===== config.mk =====
export PLATFORM = sky130hd
export DESIGN_NAME = wb_master_if_flat
export DESIGN_NICKNAME = d
export VERILOG_FILES = /design/src/rtl/wb_master_if_if.sv /design/src/rtl/wb_master_if.sv /design/src/flat_wrapper.sv
export SDC_FILE = /design/constraint.sdc
export NUM_CORES = 1
export LEC_CHECK = 0
export BUFFER_PORTS_ARGS = -buffer_cell sky130_fd_sc_hd__buf_2
export CELL_PAD_IN_SITES_DETAIL_PLACEMENT = 0
export CELL_PAD_IN_SITES_GLOBAL_PLACEMENT = 1
export CORE_MARGIN = 2
export CORE_UTILIZATION = 35
export CTS_BUF_LIST = sky130_fd_sc_hd__clkbuf_8
export DETAILED_ROUTE_END_ITERATION = 12
export GPL_TIMING_DRIVEN = 0
export PLACE_DENSITY = 0.89
export REMOVE_ABC_BUFFERS = 1
export SYNTH_ARGS = -nofsm -noshare
export SYNTH_HDL_FRONTEND = slang
export SYNTH_SLANG_ARGS = --single-unit
export TNS_END_PERCENT = 1

===== constraint.sdc =====
create_clock -name clk -period 2.59 [get_ports clk]
set_clock_uncertainty 0.15 [all_clocks]
set_input_delay 0.3885 -clock clk [delete_from_list [all_inputs] [get_ports clk]]
set_output_delay 0.3885 -clock clk [all_outputs]
set_load 0.05 [all_outputs]

===== src/rtl/wb_master_if_if.sv =====
// Wishbone classic bus bundle between the CPU-side master adapter and a slave.
interface wb_master_if_if;
  logic [31:0] wishbone_addr_o;
  logic [31:0] wishbone_data_o;
  logic        wishbone_we_o;
  logic [3:0]  wishbone_sel_o;
  logic        wishbone_stb_o;
  logic        wishbone_cyc_o;
  logic [31:0] wishbone_data_i;
  logic        wishbone_ack_i;

  modport master (
    output wishbone_addr_o, wishbone_data_o, wishbone_we_o, wishbone_sel_o,
           wishbone_stb_o, wishbone_cyc_o,
    input  wishbone_data_i, wishbone_ack_i
  );

  modport slave (
    input  wishbone_addr_o, wishbone_data_o, wishbone_we_o, wishbone_sel_o,
           wishbone_stb_o, wishbone_cyc_o,
    output wishbone_data_i, wishbone_ack_i
  );
endinterface


===== src/rtl/wb_master_if.sv =====
// CPU-pipeline to Wishbone classic master adapter (IDLE -> BUSY -> WAIT_FOR_STALL).
// Optional bus timeout abort is built only when WB_TIMEOUT_EN is defined.
module wb_master_if #(
  parameter int TIMEOUT_CYCLES = 255
) (
  input  logic        clk,
  input  logic        rst,
  input  logic        cpu_ce_i,
  input  logic [31:0] cpu_addr_i,
  input  logic [31:0] cpu_data_i,
  input  logic        cpu_we_i,
  input  logic [3:0]  cpu_sel_i,
  input  logic        stall_i,
  input  logic        flush_i,
  output logic [31:0] cpu_data_o,
  output logic        stall_req_o,
  output logic        err_o,
  wb_master_if_if.master wb
);

  localparam logic [1:0] IDLE           = 2'd0;
  localparam logic [1:0] BUSY           = 2'd1;
  localparam logic [1:0] WAIT_FOR_STALL = 2'd2;

  logic [1:0]  state;
  logic [1:0]  state_next;
  logic [31:0] addr_q;
  logic [31:0] data_q;
  logic        we_q;
  logic [3:0]  sel_q;
  logic        active_q;
  logic [31:0] read_buf;
  logic        start;
  logic        timeout_hit;
  logic        bus_end;

  assign start   = (state == IDLE) && cpu_ce_i && !flush_i;
  assign bus_end = (state == BUSY) && (flush_i || wb.wishbone_ack_i || timeout_hit);

`ifdef WB_TIMEOUT_EN
  logic [7:0] timeout_cnt;

  assign timeout_hit = (state == BUSY) && !wb.wishbone_ack_i &&
                       (timeout_cnt == 8'(TIMEOUT_CYCLES - 1));

  always_ff @(posedge clk) begin
    if (!rst || start)
      timeout_cnt <= '0;
    else if (state == BUSY && !wb.wishbone_ack_i)
      timeout_cnt <= timeout_cnt + 8'd1;
  end
`else
  assign timeout_hit = 1'b0;
`endif

  always_comb begin
    state_next = state;
    case (state)
      IDLE: if (start) state_next = BUSY;
      BUSY: begin
        if (flush_i)
          state_next = IDLE;
        else if (wb.wishbone_ack_i || timeout_hit)
          state_next = stall_i ? WAIT_FOR_STALL : IDLE;
      end
      WAIT_FOR_STALL: if (flush_i || !stall_i) state_next = IDLE;
      default: state_next = IDLE;
    endcase
  end

  always_ff @(posedge clk) begin
    if (!rst)
      state <= IDLE;
    else
      state <= state_next;
  end

  // stb and cyc share one register so they can never disagree.
  always_ff @(posedge clk) begin
    if (!rst || bus_end) begin
      addr_q   <= '0;
      data_q   <= '0;
      we_q     <= 1'b0;
      sel_q    <= '0;
      active_q <= 1'b0;
    end else if (start) begin
      addr_q   <= cpu_addr_i;
      data_q   <= cpu_data_i;
      we_q     <= cpu_we_i;
      sel_q    <= cpu_sel_i;
      active_q <= 1'b1;
    end
  end

  always_ff @(posedge clk) begin
    if (!rst)
      read_buf <= '0;
    else if (state == BUSY && wb.wishbone_ack_i && !flush_i && !we_q)
      read_buf <= wb.wishbone_data_i;
    else if (state == WAIT_FOR_STALL && flush_i)
      read_buf <= '0;
  end

  assign wb.wishbone_addr_o = addr_q;
  assign wb.wishbone_data_o = data_q;
  assign wb.wishbone_we_o   = we_q;
  assign wb.wishbone_sel_o  = sel_q;
  assign wb.wishbone_stb_o  = active_q;
  assign wb.wishbone_cyc_o  = active_q;

  // A flush wins over both ack and timeout, so read data is never forwarded with it.
  always_comb begin
    stall_req_o = 1'b0;
    cpu_data_o  = '0;
    err_o       = 1'b0;
    if (rst) begin
      case (state)
        IDLE: stall_req_o = cpu_ce_i && !flush_i;
        BUSY: begin
          stall_req_o = !wb.wishbone_ack_i && !(timeout_hit && !flush_i);
          err_o       = timeout_hit && !flush_i;
          if (wb.wishbone_ack_i && !we_q && !flush_i)
            cpu_data_o = wb.wishbone_data_i;
        end
        WAIT_FOR_STALL: cpu_data_o = read_buf;
        default: ;
      endcase
    end
  end

endmodule

===== src/flat_wrapper.sv =====
// flat-port wrapper written by rule: the top's interface ports become plain ports
module wb_master_if_flat 
#(
  parameter int TIMEOUT_CYCLES = 255
)
  (clk, rst, cpu_ce_i, cpu_addr_i, cpu_data_i, cpu_we_i, cpu_sel_i, stall_i, flush_i, cpu_data_o, stall_req_o, err_o, wb_wishbone_addr_o, wb_wishbone_data_o, wb_wishbone_we_o, wb_wishbone_sel_o, wb_wishbone_stb_o, wb_wishbone_cyc_o, wb_wishbone_data_i, wb_wishbone_ack_i);
  wb_master_if_if wb_i ();
  input  logic clk;
  input  logic rst;
  input  logic cpu_ce_i;
  input  logic [31:0] cpu_addr_i;
  input  logic [31:0] cpu_data_i;
  input  logic cpu_we_i;
  input  logic [3:0] cpu_sel_i;
  input  logic stall_i;
  input  logic flush_i;
  output logic [31:0] cpu_data_o;
  output logic stall_req_o;
  output logic err_o;
  output wire logic [$bits(wb_i.wishbone_addr_o)-1:0] wb_wishbone_addr_o;
  output wire logic [$bits(wb_i.wishbone_data_o)-1:0] wb_wishbone_data_o;
  output wire logic [$bits(wb_i.wishbone_we_o)-1:0] wb_wishbone_we_o;
  output wire logic [$bits(wb_i.wishbone_sel_o)-1:0] wb_wishbone_sel_o;
  output wire logic [$bits(wb_i.wishbone_stb_o)-1:0] wb_wishbone_stb_o;
  output wire logic [$bits(wb_i.wishbone_cyc_o)-1:0] wb_wishbone_cyc_o;
  input wire logic [$bits(wb_i.wishbone_data_i)-1:0] wb_wishbone_data_i;
  input wire logic [$bits(wb_i.wishbone_ack_i)-1:0] wb_wishbone_ack_i;
  assign wb_wishbone_addr_o = wb_i.wishbone_addr_o;
  assign wb_wishbone_data_o = wb_i.wishbone_data_o;
  assign wb_wishbone_we_o = wb_i.wishbone_we_o;
  assign wb_wishbone_sel_o = wb_i.wishbone_sel_o;
  assign wb_wishbone_stb_o = wb_i.wishbone_stb_o;
  assign wb_wishbone_cyc_o = wb_i.wishbone_cyc_o;
  assign wb_i.wishbone_data_i = wb_wishbone_data_i;
  assign wb_i.wishbone_ack_i = wb_wishbone_ack_i;
  wb_master_if #(.TIMEOUT_CYCLES(TIMEOUT_CYCLES)) u_core (.clk(clk), .rst(rst), .cpu_ce_i(cpu_ce_i), .cpu_addr_i(cpu_addr_i), .cpu_data_i(cpu_data_i), .cpu_we_i(cpu_we_i), .cpu_sel_i(cpu_sel_i), .stall_i(stall_i), .flush_i(flush_i), .cpu_data_o(cpu_data_o), .stall_req_o(stall_req_o), .err_o(err_o), .wb(wb_i));
endmodule

# After elaboration in Yosys (flattened, before gate mapping)
# Index checks and enable logic that the tools add are counted.
# Widths: inputs -> output; s select.
# totals
reg_bits,104
in_bits,107
wordCells,46
# op_classes
n_eq_ne,5
n_mux,13
reduce_logical,21
# ops
op,n
$mux 32,4
$pmux 32 s2,1
$logic_and 1x1->1,10
$mux 2,5
$pmux 2 s3,1
$logic_not 1->1,5
$ne 2x1->1 const B,2
$logic_or 1x1->1,3
$ne 3x3->1 const B,1
$reduce_and 3->1,1
$eq 2x1->1 const B,1
$eq 2x2->1 const B,1
$logic_not 2->1,1
$pmux 1 s2,1
$reduce_bool 2->1,1
$mux 1,1

# Longest topological paths before layout
# Gate-level depths: netlist of the first run.
# logic_depth
word_depth,6
mapped_depth,8

# Worst setup path after synthesis of the first run
# OpenSTA, ideal clock, no wires.
# synth_path
path_kind,register to output
start,register u_core.we_q (netlist: u_core.wb.wishbone_we_o)
end,output port cpu_data_o[10]
arrival_time_ns,1.952
t_required_ns,2.052
slack_ns,0.100
stages_incl_launch_ff,6
path_buffers,2
cell_sequence,dfxtp_1 -> nor4bb_1 -> buf_4 -> buf_6 -> nand2_1 -> a21oi_1
# synth_between
elab_chain_len,6
# synth_rtl
element,line_no,rtl
"start, declared",wb_master_if.sv:29,logic we_q;
"start signal, assigned",wb_master_if.sv:89,we_q <= cpu_we_i;
$logic_not 1->1,wb_master_if.sv:122,if (wb.wishbone_ack_i && !we_q && !flush_i)
$logic_and 1x1->1 (2 in series),wb_master_if.sv:122,
$mux 32,wb_master_if.sv:122,
$pmux 32 s2,wb_master_if.sv:117,case (state)
$mux 32,wb_master_if.sv:116,if (rst) begin
"end, declared",flat_wrapper.sv:17,output logic [31:0] cpu_data_o;
# Every way passes these cells.

# Final worst setup path of the first run
# layout_path
start,register u_core.state[1]
end,output port cpu_data_o[0]
# layout_between
elab_chain_len,3
word_cells_on_any_way,4
cone_classes,eq/ne (2); mux (2)
# layout_rtl
element,line_no,rtl
"start, declared",wb_master_if.sv:25,logic [1:0] state;
"start signal, assigned",wb_master_if.sv:75,state <= state_next;
$eq 2x2->1 / $eq 2x1->1 (equally long branches),wb_master_if.sv:117,
$pmux 32 s2 *,wb_master_if.sv:117,
$mux 32 *,wb_master_if.sv:116,
# Mark *: on every way between the ends. The rest lies on a longest branch, timed or not.

==> run summary, run 1 <==
PLACE
--------------------------------------------------------------------------------
Routability Congestion                                                     0.787
Final HPWL from detailed placement                                       8310 um
Count of buffers inserted at the top-level ports                             210

GLOBAL ROUTING
--------------------------------------------------------------------------------
Largest net degree at the start of global routing                             40
Via count of the first global-routing pass                                  3950
First-pass GRT wire length                                              18600 um
Congestion Overflow GR                                                         0
Number of antenna violations at the first check in global routing              0
Gr usage total                                                             0.177

TIMING
--------------------------------------------------------------------------------
Setup Viol. Count Final                                                        0
Timing-limited maximum frequency                                         403 MHz
Worst hold-check slack                                                   84.5 ps
Max-Slew Margin vs Limit                                                   0.371
Shortest period the worst path allows                                    2480 ps
Final TNS setup                                                             0 ps
Pins Over Slew Limit                                                           0
Final critical-path share of the clock period                              0.958
Final-report hold violation count                                              0
Actual slew at the worst max-slew pin                                     941 ps
Setup repair after global routing missed its margin                          yes

MIN PATH
--------------------------------------------------------------------------------
Hold Path Class                                                     input port to flip-flop

FINAL LAYOUT
--------------------------------------------------------------------------------
Area growth from synthesis to layout                                       34.2%
Fill cells                                                                  1213
Diode count                                                                    0
Most common cell after layout, fill and taps aside                       nand2_1
Layout cell share with drive strength beyond 1                             0.393
Nets                                                                         840
Highest-count cells in the layout ignoring fill and taps            nand2_1 (238), buf_2 (177), dfxtp_1 (102)

SYNTH
--------------------------------------------------------------------------------
Synthesized area divided by synthesized cell count                    7.94 sq um
Number of flip-flops and latches in the synthesized netlist                  104
Synthesized netlist cell count                                               542
Sequential element share of the synthesized area                           0.484
Netlist area before placement                                         4300 sq um
Largest cells by area after synthesis                               dfxtp_1 (48%), nand2_1 (21%), a21oi_1 (12%)
Fraction of post-synthesis cell area in the top cell type by area          0.484
Count of unique library cells instantiated by Yosys                           23
Post-synth top area cell                                                 dfxtp_1
Total of warnings raised by yosys                                              0

PWR
--------------------------------------------------------------------------------
Sum of internal, switching and leakage power                             3.80 mW
Leakage power figure                                                     2.41 nW
Pint                                                                     2.37 mW
IR Drop Worst-Case VDD                                                    380 uV
Combinational share of power                                               0.286
Switching power share of the total                                         0.376
Fraction of power consumed by sequential logic                             0.469
Clock network fraction of total power                                      0.245
Power density relative to cell area                                  658 nW/um^2
Power dissipated by switching net loads                                  1.43 mW

DRT
--------------------------------------------------------------------------------
Number of design rule violations left after detail routing                     0
Detailed-route vias per instance                                            4.75
First-pass DRT Iterations                                                      5
Met2 WL                                                                  6320 um
Aggregate routed wire length                                            12200 um
Met3 Wirelength                                                           444 um
Total via count in the routed design                                        4177
Post-DR wirelength/cell                                                  13.9 um
Wire length the detailed router placed on met1                           5110 um
Drt first-iter violations                                                    169
Post-DRT Antenna Nets                                                          0
Uppermost metal layer occupied by signal nets                               met4

CLOCK TREE
--------------------------------------------------------------------------------
Total number of clock tree sinks                                             104
CTS Buffer Depth                                                               2
Total clock buffers created by CTS                                             9
Clock Root Buffer                                                       clkbuf_8
CTS H-tree lvls                                                                3
Clk Latency, worst-skew pair                                              370 ps
Clock Pin Slew Worst Setup and Hold Paths                                 100 ps
Clock tree from TritonCTS                                                    yes

FLOORPLAN
--------------------------------------------------------------------------------
Vertical die dimension                                                    115 um
Core Box Area                                                        12000 sq um
Width of the die                                                          115 um
Row count                                                                     40
I/O Pins                                                                     212
Initial core utilization                                                   0.358
Area of the die                                                      13200 sq um

WORST SETUP PATH
--------------------------------------------------------------------------------
Maximum fanout along the worst path                                           19
Category of the worst setup path capture point                        output pin
Start-to-end type of the worst setup path                           flip-flop to output pin
Startpoint type of the worst setup path                                flip-flop
CP Data Required Time                                                    2050 ps
CP arrival                                                               1940 ps

OUTCOME
--------------------------------------------------------------------------------
Outcome                                                                completed

RUN
--------------------------------------------------------------------------------
Maximum capacitance violations                                                 0

## logic make-up after synthesis
kind of cell,Yosys count,synth area share
other,1,0.000871
AO/OA/AOI/OAI,138,0.208
AND/OR/NAND/NOR,248,0.223
flip-flops,104,0.484
adder cells (fa/ha/maj),4,0.0116
multiplexers,2,0.00465
buffers and inverters,45,0.0677
## synthesized netlist by cell type
cell type	count
mux2i_1	2
nor2_1	2
nand2b_4	1
o21ai_0	1
conb_1	1
a21boi_1	1
buf_6	14
a21boi_2	30
a21oi_1	103
inv_1	3
nand2_1	240
clkbuf_1	20
dfxtp_1	104
buf_4	3
a21oi_4	1
or2_2	1
nand2b_1	1
nor4bb_1	1
a21boi_0	2
ha_1	4
nand4b_1	1
nor2_2	1
buf_2	5
## path summary, 6_finish.rpt
path / slack [ps] / startpoint / end / depth (start not counted)
setup / recovery: 110 / u_core.state[1] / cpu_data_o[0] / 8
hold / removal: 80 / cpu_sel_i[1] / u_core.wb.wishbone_sel_o[1] / 3
setup reg to reg: 340 / u_core.state[1] / u_core.read_buf[29] / 8
hold reg to reg: 300 / u_core.wb.wishbone_addr_o[8] / u_core.wb.wishbone_addr_o[8] / 2
## repair_timing
| item | 4_1_cts | 5_1_grt |
|---|---|---|
| setup endpoints to repair | 35 | 33 |
| gates cloned | 1 | 1 |
| hold buffers | 0 | 0 |
| pin swaps | 1 | 1 |
| resized for setup | 47 | 22 |
| buffers inserted | 3 | 0 |
## metal layers
metal | GRT usage | up-vias
li1 | - | 2117
met1 | 0.205 | 1938
met2 | 0.313 | 97
met3 | 0.0327 | 25
met4 | 0.0876 | 0
met5 | 0 | -
## metrics by stage
step	setup slack (ps)	instance area (sq um)	std cells	utilization
after global routing	-21.7	5780	880	0.481
after CTS	-0.333	5680	879	0.473
after global placement	-3480	5260	857	0.438
after floorplan	-2250	4020	500	-
after detailed placement	-330	5340	860	0.445
final	109	5780	880	0.481
## worst max-delay path, cell delays in order, from the launching register on
cell and delay [ps]:
dfxtp_2 360, inv_2 90, ha_4 150, nor4bb_4 200, buf_6 160, buf_12 150, nand2_1 90, a21oi_1 140
buf_4 220
## state kept, by name, indices dropped and copies added, names as in the netlist
signal                     flops
u_core.read_buf               32
u_core.state                   2
u_core.wb.wishbone_addr_o     32
u_core.wb.wishbone_cyc_o       1
u_core.wb.wishbone_data_o     32
u_core.wb.wishbone_sel_o       4
u_core.wb.wishbone_we_o        1
## layout make-up
type	count	area, sq um	share of cell area
multi-input combinational	395	2050	0.356
clock inverter	6	43.8	0.00758
clock buffer	9	124	0.0214
sequential	104	2080	0.361
inverter	3	11.3	0.00195
tap	147	184	0.0318
timing repair buffer	216	1270	0.221
## power groups by stage
stage	clock network [mW]	registers (mW)	logic, mW
final	0.932	1.78	1.09
after global routing	1.03	1.80	1.17
after CTS	0.967	1.78	1.07
after detailed placement	0	1.81	1.02
after global placement	0	1.81	0.976
after floorplan	0	2.12	0.378
Power figures use the tool's default switching activity.
==> inputs of run 2 (changes only) <==
--- a/config.mk
+++ b/config.mk
@@ -7,9 +7,9 @@
 export LEC_CHECK = 0
 export BUFFER_PORTS_ARGS = -buffer_cell sky130_fd_sc_hd__buf_2
 export CELL_PAD_IN_SITES_DETAIL_PLACEMENT = 0
-export CELL_PAD_IN_SITES_GLOBAL_PLACEMENT = 1
+export CELL_PAD_IN_SITES_GLOBAL_PLACEMENT = 2
 export CORE_MARGIN = 2
-export CORE_UTILIZATION = 35
+export CORE_UTILIZATION = 27
 export CTS_BUF_LIST = sky130_fd_sc_hd__clkbuf_8
 export DETAILED_ROUTE_END_ITERATION = 12
 export GPL_TIMING_DRIVEN = 0
==> run 2 against run 1 <==
Non-clock buffer count is 10 higher. Flip-flop and latch count did not move. Total power increased by 4.9%.
==> run summary, run 2 (synthesis gave the netlist of run 1 again) <==
OUTCOME
--------------------------------------------------------------------------------
Outcome                                                                completed

GLOBAL ROUTING
--------------------------------------------------------------------------------
Largest net degree at the start of global routing                             41   +2.5%
Congestion Overflow GR                                                         0   unchanged
Gr usage total                                                             0.153   -0.0238
Via count of the first global-routing pass                                  4001   +1.3%
First-pass GRT wire length                                              20200 um   +8.5%
Number of antenna violations at the first check in global routing              0   unchanged

FINAL LAYOUT
--------------------------------------------------------------------------------
Multi-input combinational cell area                                   2120 sq um   +3.0%
Final design area excluding fillers                                   6100 sq um   +5.6%
Fill cells                                                                  1666   +37%
Layout cell share with drive strength beyond 1                             0.427   +0.0345
Footprint of the flip-flops and latches                               2080 sq um   unchanged
Final Util                                                                 0.388   -0.0926
Area growth from synthesis to layout                                       41.7%
Most common cell after layout, fill and taps aside                       nand2_1
Non-filler cells in the finished layout                                      960   +9.1%
Nets                                                                         850   +1.2%
Diode count                                                                    0   unchanged
Highest-count cells in the layout ignoring fill and taps            nand2_1 (225), buf_2 (177), dfxtp_1 (102)

CLOCK TREE
--------------------------------------------------------------------------------
Clock Root Buffer                                                       clkbuf_8
CTS H-tree lvls                                                                3   unchanged
Total clock buffers created by CTS                                             9   unchanged
Clock Pin Slew Worst Setup and Hold Paths                                 120 ps   +20 ps
Clock tree from TritonCTS                                                    yes
CTS Buffer Depth                                                               2   unchanged
Clk Latency, worst-skew pair                                              370 ps   about the same
Total number of clock tree sinks                                             104   unchanged

WORST SETUP PATH
--------------------------------------------------------------------------------
Max stage delay cell, worst path                                         dfxtp_2
CP Data Required Time                                                    2050 ps   about the same
Worst Reg-to-Reg Cells                                                         7   -1
Cell family contributing the most delay on the critical path        buffers and inverters
List of cells traversed by the critical path                        inv_2 -> ha_4 -> nor4bb_4 -> buf_6 -> buf_4 -> buf_6 -> nand2_1 -> a21oi_1 -> buf_4
Biggest cell delay along the critical path                                340 ps   -20 ps
Start point of the critical path                                    u_core.state[1]
Worst path depth                                                               9   +1
Setup slack of the most critical reg-to-reg path                          310 ps   -30 ps
End point of the critical path                                      cpu_data_o[6]
Startpoint type of the worst setup path                                flip-flop
Maximum fanout along the worst path                                            7   -12
Startpoint of the worst-slack reg-to-reg timing path                u_core.state[0]
Endpoint of the worst register-to-register path                     u_core.wb.wishbone_data_o[0]
Start-to-end type of the worst setup path                           flip-flop to output pin
Category of the worst setup path capture point                        output pin
CP arrival                                                               2030 ps   +90 ps
Number of buffers and inverters on the critical path                           5   +1

FLOORPLAN
--------------------------------------------------------------------------------
Area of the die                                                      17000 sq um   +29%
Initial core utilization                                                   0.274   -0.0844
Width of the die                                                          130 um   +13%
Row count                                                                     46   +15%
I/O Pins                                                                     212   unchanged
Core Box Area                                                        15700 sq um   +31%
Vertical die dimension                                                    130 um   +13%

MIN PATH
--------------------------------------------------------------------------------
Hold Path Class                                                     input port to flip-flop

TIMING
--------------------------------------------------------------------------------
Timing-limited maximum frequency                                         390 MHz   -3.4%
Max-Slew Margin vs Limit                                                   0.404   +0.0327
Final-report hold violation count                                              0   unchanged
Final TNS setup                                                             0 ps   unchanged
Pins Over Slew Limit                                                           0   unchanged
Setup Viol. Count Final                                                        0   unchanged
Shortest period the worst path allows                                    2570 ps   +86.3 ps
Setup repair after global routing missed its margin                          yes
Actual slew at the worst max-slew pin                                     892 ps   -48.8 ps
Worst hold-check slack                                                   83.6 ps   -0.878 ps
Final critical-path share of the clock period                              0.991   +0.0333
Final setup margin                                                       22.7 ps   -86.3 ps

PLACE
--------------------------------------------------------------------------------
Pre-CTS worst setup slack                                                -489 ps   -159 ps
Final HPWL from detailed placement                                       8990 um   +8.2%
Cell total after placement                                                   930   +8.1%
Count of buffers inserted at the top-level ports                             210   unchanged
Routability Congestion                                                     0.781   -0.74%
Placed Area                                                           5440 sq um   +1.8%

DRT
--------------------------------------------------------------------------------
First-pass DRT Iterations                                                      4   -1
Detailed-route vias per instance                                            4.39   -7.5%
Post-DR wirelength/cell                                                  13.9 um   about the same
Drt first-iter violations                                                    186   +10%
Total via count in the routed design                                        4213   +0.86%
Number of design rule violations left after detail routing                     0   unchanged
Post-DRT Antenna Nets                                                          0   unchanged
Aggregate routed wire length                                            13300 um   +9.2%

PWR
--------------------------------------------------------------------------------
Sum of internal, switching and leakage power                             3.99 mW   +4.9%
IR Drop Worst-Case VDD                                                    365 uV   -3.9%
Leakage power figure                                                     2.50 nW   +3.9%
Power density relative to cell area                                  654 nW/um^2   -0.68%

RUN
--------------------------------------------------------------------------------
Maximum capacitance violations                                                 0   unchanged

run 2: cell count changes in the layout (fill, tap and decap cells not counted), sizes merged:
cell	before	now
buf	215	224
bufinv	0	1
clkbuf	10	11
clkinv	3	0
inv	5	8
run 2: layout make-up:
type / instances / share of cell area
flip-flops and latches: 104 / 0.342
clock inverters: 7 / 0.0129
inverters: 3 / 0.00185
well taps: 216 / 0.0443
repair buffers: 226 / 0.232
clock buffers: 9 / 0.0203
multi-input cells: 395 / 0.347
run 2: worst register-to-register path, stage by stage, from the launching register on:
cell and delay (ps):
dfxtp_2 360, inv_1 150, ha_1 190, inv_1 130, nor2_4 710, buf_12 290, nand2_1 90, a21oi_1 120
run 2: worst min path at each step:
stage,from,endpoint,slack [ps],cells past startpoint
after floorplan,u_core.read_buf[19],u_core.read_buf[19],290,2
after global placement,u_core.wb.wishbone_addr_o[31],u_core.wb.wishbone_addr_o[31],290,2
after detailed placement,u_core.wb.wishbone_addr_o[12],u_core.wb.wishbone_addr_o[12],290,2
after CTS,cpu_addr_i[7],u_core.wb.wishbone_addr_o[7],50,3
after global routing,cpu_data_i[19],u_core.wb.wishbone_data_o[19],60,3
final,cpu_addr_i[26],u_core.wb.wishbone_addr_o[26],80,3
run 2: routing by layer:
layer	vias to the layer above	wire length, um	GRT usage
li1	2140	-	-
met1	1968	5720	0.185
met4	0	236	0.0582
met2	90	6910	0.271
met3	15	480	0.0271
met5	-	0	0
run 2: where the power goes:
part           internal, mW  switching (mW)
Sequential             1.72          0.0608
Clock                 0.462           0.602
Combinational         0.332           0.810
run 2: repair_timing:
action | 4_1_cts | 5_1_grt
setup buffers | 9 | 2
gates resized for setup | 94 | 8
pin swaps | 15 | 14
gates cloned | 3 | 0
setup endpoints to repair | 64 | 33
endpoints found under the hold margin | 0 | 0
hold buffers | 0 | 0
==> inputs of run 3 (changes only) <==
--- a/config.mk
+++ b/config.mk
@@ -8,6 +8,7 @@
 export BUFFER_PORTS_ARGS = -buffer_cell sky130_fd_sc_hd__buf_2
 export CELL_PAD_IN_SITES_DETAIL_PLACEMENT = 0
 export CELL_PAD_IN_SITES_GLOBAL_PLACEMENT = 2
+export CORE_ASPECT_RATIO = 1.5
 export CORE_MARGIN = 2
 export CORE_UTILIZATION = 27
 export CTS_BUF_LIST = sky130_fd_sc_hd__clkbuf_8
==> run 3 against run 2 <==
Maximum frequency is 1.5% higher. Global-route usage is 0.17 points lower. Flip-flop and latch count stayed put. Routed wire length is 1.5% lower. Cell count is 2.1% lower. Hold slack better by 14 ps. Sequential power hardly changed. Via count is 0.12% higher. Die area is 0.12% higher. Utilization is 1.1 points lower. Critical path type unchanged.
==> run summary, run 3 (synthesis gave the netlist of run 1 again) <==
OUTCOME
--------------------------------------------------------------------------------
Outcome                                                                completed

WORST SETUP PATH
--------------------------------------------------------------------------------
Maximum fanout along the worst path                                           32   +25
Start-to-end type of the worst setup path                           flip-flop to output pin
Category of the worst setup path capture point                        output pin
Biggest cell delay along the critical path                                420 ps   +80 ps
CP Data Required Time                                                    2050 ps   about the same
Max stage delay cell, worst path                                         dfxtp_1
Number of buffers and inverters on the critical path                           2   -3
Worst Reg-to-Reg Cells                                                         7   unchanged
Startpoint type of the worst setup path                                flip-flop
Worst path depth                                                               5   -4
Cell family contributing the most delay on the critical path          flip-flops
List of cells traversed by the critical path                        inv_1 -> ha_1 -> nand2_8 -> a21oi_1 -> buf_4
CP arrival                                                               1990 ps   -40 ps
Startpoint of the worst-slack reg-to-reg timing path                u_core.state[0]
Start point of the critical path                                    u_core.state[0]

CLOCK TREE
--------------------------------------------------------------------------------
Clock Pin Slew Worst Setup and Hold Paths                                 110 ps   about the same
Total clock buffers created by CTS                                             9   unchanged
Total number of clock tree sinks                                             104   unchanged
CTS Buffer Depth                                                               2   unchanged
Clk Latency, worst-skew pair                                              360 ps   about the same
Clock tree from TritonCTS                                                    yes
Clock Root Buffer                                                       clkbuf_8
Hold Buf Count CTS                                                             0   unchanged
CTS H-tree lvls                                                                3   unchanged

PWR
--------------------------------------------------------------------------------
IR Drop Worst-Case VDD                                                    325 uV   -11%
Leakage power figure                                                     2.45 nW   -1.9%
Power density relative to cell area                                  685 nW/um^2   +4.8%

PLACE
--------------------------------------------------------------------------------
Pre-CTS worst setup slack                                                -459 ps   +29.5 ps
Routability Congestion                                                     0.738   -5.5%
Final HPWL from detailed placement                                       8770 um   -2.5%
Count of buffers inserted at the top-level ports                             210   unchanged

MIN PATH
--------------------------------------------------------------------------------
Count of cells along the worst hold path                                       3   unchanged
Startpoint of the tightest hold check path                          cpu_addr_i[31]
Hold Path Class                                                     input port to flip-flop

TIMING
--------------------------------------------------------------------------------
Final setup margin                                                       60.0 ps   +37.3 ps
Final-report hold violation count                                              0   unchanged
Final critical-path share of the clock period                              0.977   -0.0144
Shortest period the worst path allows                                    2530 ps   -37.3 ps
Timing-limited maximum frequency                                         395 MHz   +1.5%
Max-Slew Margin vs Limit                                                   0.431   +0.0270
Setup Viol. Count Final                                                        0   unchanged
Setup repair after global routing missed its margin                          yes
Actual slew at the worst max-slew pin                                     852 ps   -40.3 ps
Worst hold-check slack                                                   97.2 ps   +13.5 ps
Pins Over Slew Limit                                                           0   unchanged

FINAL LAYOUT
--------------------------------------------------------------------------------
Nets                                                                         844   -0.71%
Area growth from synthesis to layout                                       37.1%
Diode count                                                                    0   unchanged
Most common cell after layout, fill and taps aside                       nand2_1
Layout cell share with drive strength beyond 1                             0.388   -0.0394
Highest-count cells in the layout ignoring fill and taps            nand2_1 (238), buf_2 (177), dfxtp_1 (103)

DRT
--------------------------------------------------------------------------------
Post-DRT Antenna Nets                                                          0   unchanged
Number of design rule violations left after detail routing                     0   unchanged
Aggregate routed wire length                                            13100 um   -1.5%
First-pass DRT Iterations                                                      4   unchanged
Detailed-route vias per instance                                            4.49   +2.2%
Drt first-iter violations                                                    211   +13%
Post-DR wirelength/cell                                                  14.0 um   +0.61%
Total via count in the routed design                                        4218   +0.12%

GLOBAL ROUTING
--------------------------------------------------------------------------------
Number of antenna violations at the first check in global routing              0   unchanged
Gr usage total                                                             0.151   -0.00171
Via count of the first global-routing pass                                  3910   -2.3%
Largest net degree at the start of global routing                             44   +7.3%
Congestion Overflow GR                                                         0   unchanged
First-pass GRT wire length                                              20000 um   -0.65%

FLOORPLAN
--------------------------------------------------------------------------------
Row count                                                                     56   +22%
Initial core utilization                                                   0.275   +0.00154
Core Box Area                                                        15600 sq um   -0.56%
I/O Pins                                                                     212   unchanged
Area of the die                                                      17000 sq um   +0.12%
Vertical die dimension                                                    159 um   +22%
Width of the die                                                          107 um   -18%

RUN
--------------------------------------------------------------------------------
Maximum capacitance violations                                                 0   unchanged

## run 3: area by class of cell
cell class | instances | area [sq um]
clock buffer | 11 | 151
clock inverter | 4 | 77.6
fill | 1658 | 9720
inverter | 3 | 11.3
multi-input combinational | 395 | 2040
sequential | 104 | 2080
tap | 203 | 254
timing repair buffer | 220 | 1280
## run 3: metrics by stage
step | cell area, sq um | utilization | total power, mW | TNS [ps] | instances
after detailed placement | 5420 | 0.347 | 2.85 | -12540 | 917
after floorplan | 4020 | - | 2.50 | -119620 | 500
final | 5900 | 0.378 | 4.04 | 0 | 940
after global placement | 5330 | 0.341 | 2.81 | -288930 | 913
after CTS | 5810 | 0.372 | 4.09 | -237 | 938
after global routing | 5900 | 0.378 | 4.27 | -905 | 940
## run 3: final timing paths
kind | end | slack, ps
worst max register to register | u_core.wb.wishbone_data_o[10] | 320
worst max-delay path | cpu_data_o[18] | 60
worst min-delay path | u_core.wb.wishbone_addr_o[31] | 100
worst min register to register | u_core.wb.wishbone_addr_o[11] | 310
## run 3: where the power goes
part	switching, mW	internal (mW)
clock network	0.560	0.597
registers	0.0607	1.72
logic	0.800	0.305
total	1.42	2.62
## run 3: repair_timing
item                       4_1_cts  5_1_grt
resized for setup               43       23
buffers inserted                 3        2
gates cloned                     3        0
setup endpoints to repair       50       33
pin swaps                        1        1
## run 3: worst register-to-register path, stage by stage, from the launching register on
cell     delay (ps)
dfxtp_1         360
inv_1           160
ha_1            190
inv_1           140
nor2_4          670
buf_12          290
nand2_1         120
a21oi_1         120
## run 3: layer usage
metal / vias up / GRT usage / wire, um
li1: 2124 / - / -
met1: 1912 / 0.179 / 5690
met2: 174 / 0.267 / 6370
met3: 8 / 0.0405 / 958
met4: 0 / 0.0445 / 127
met5: - / 0 / 0
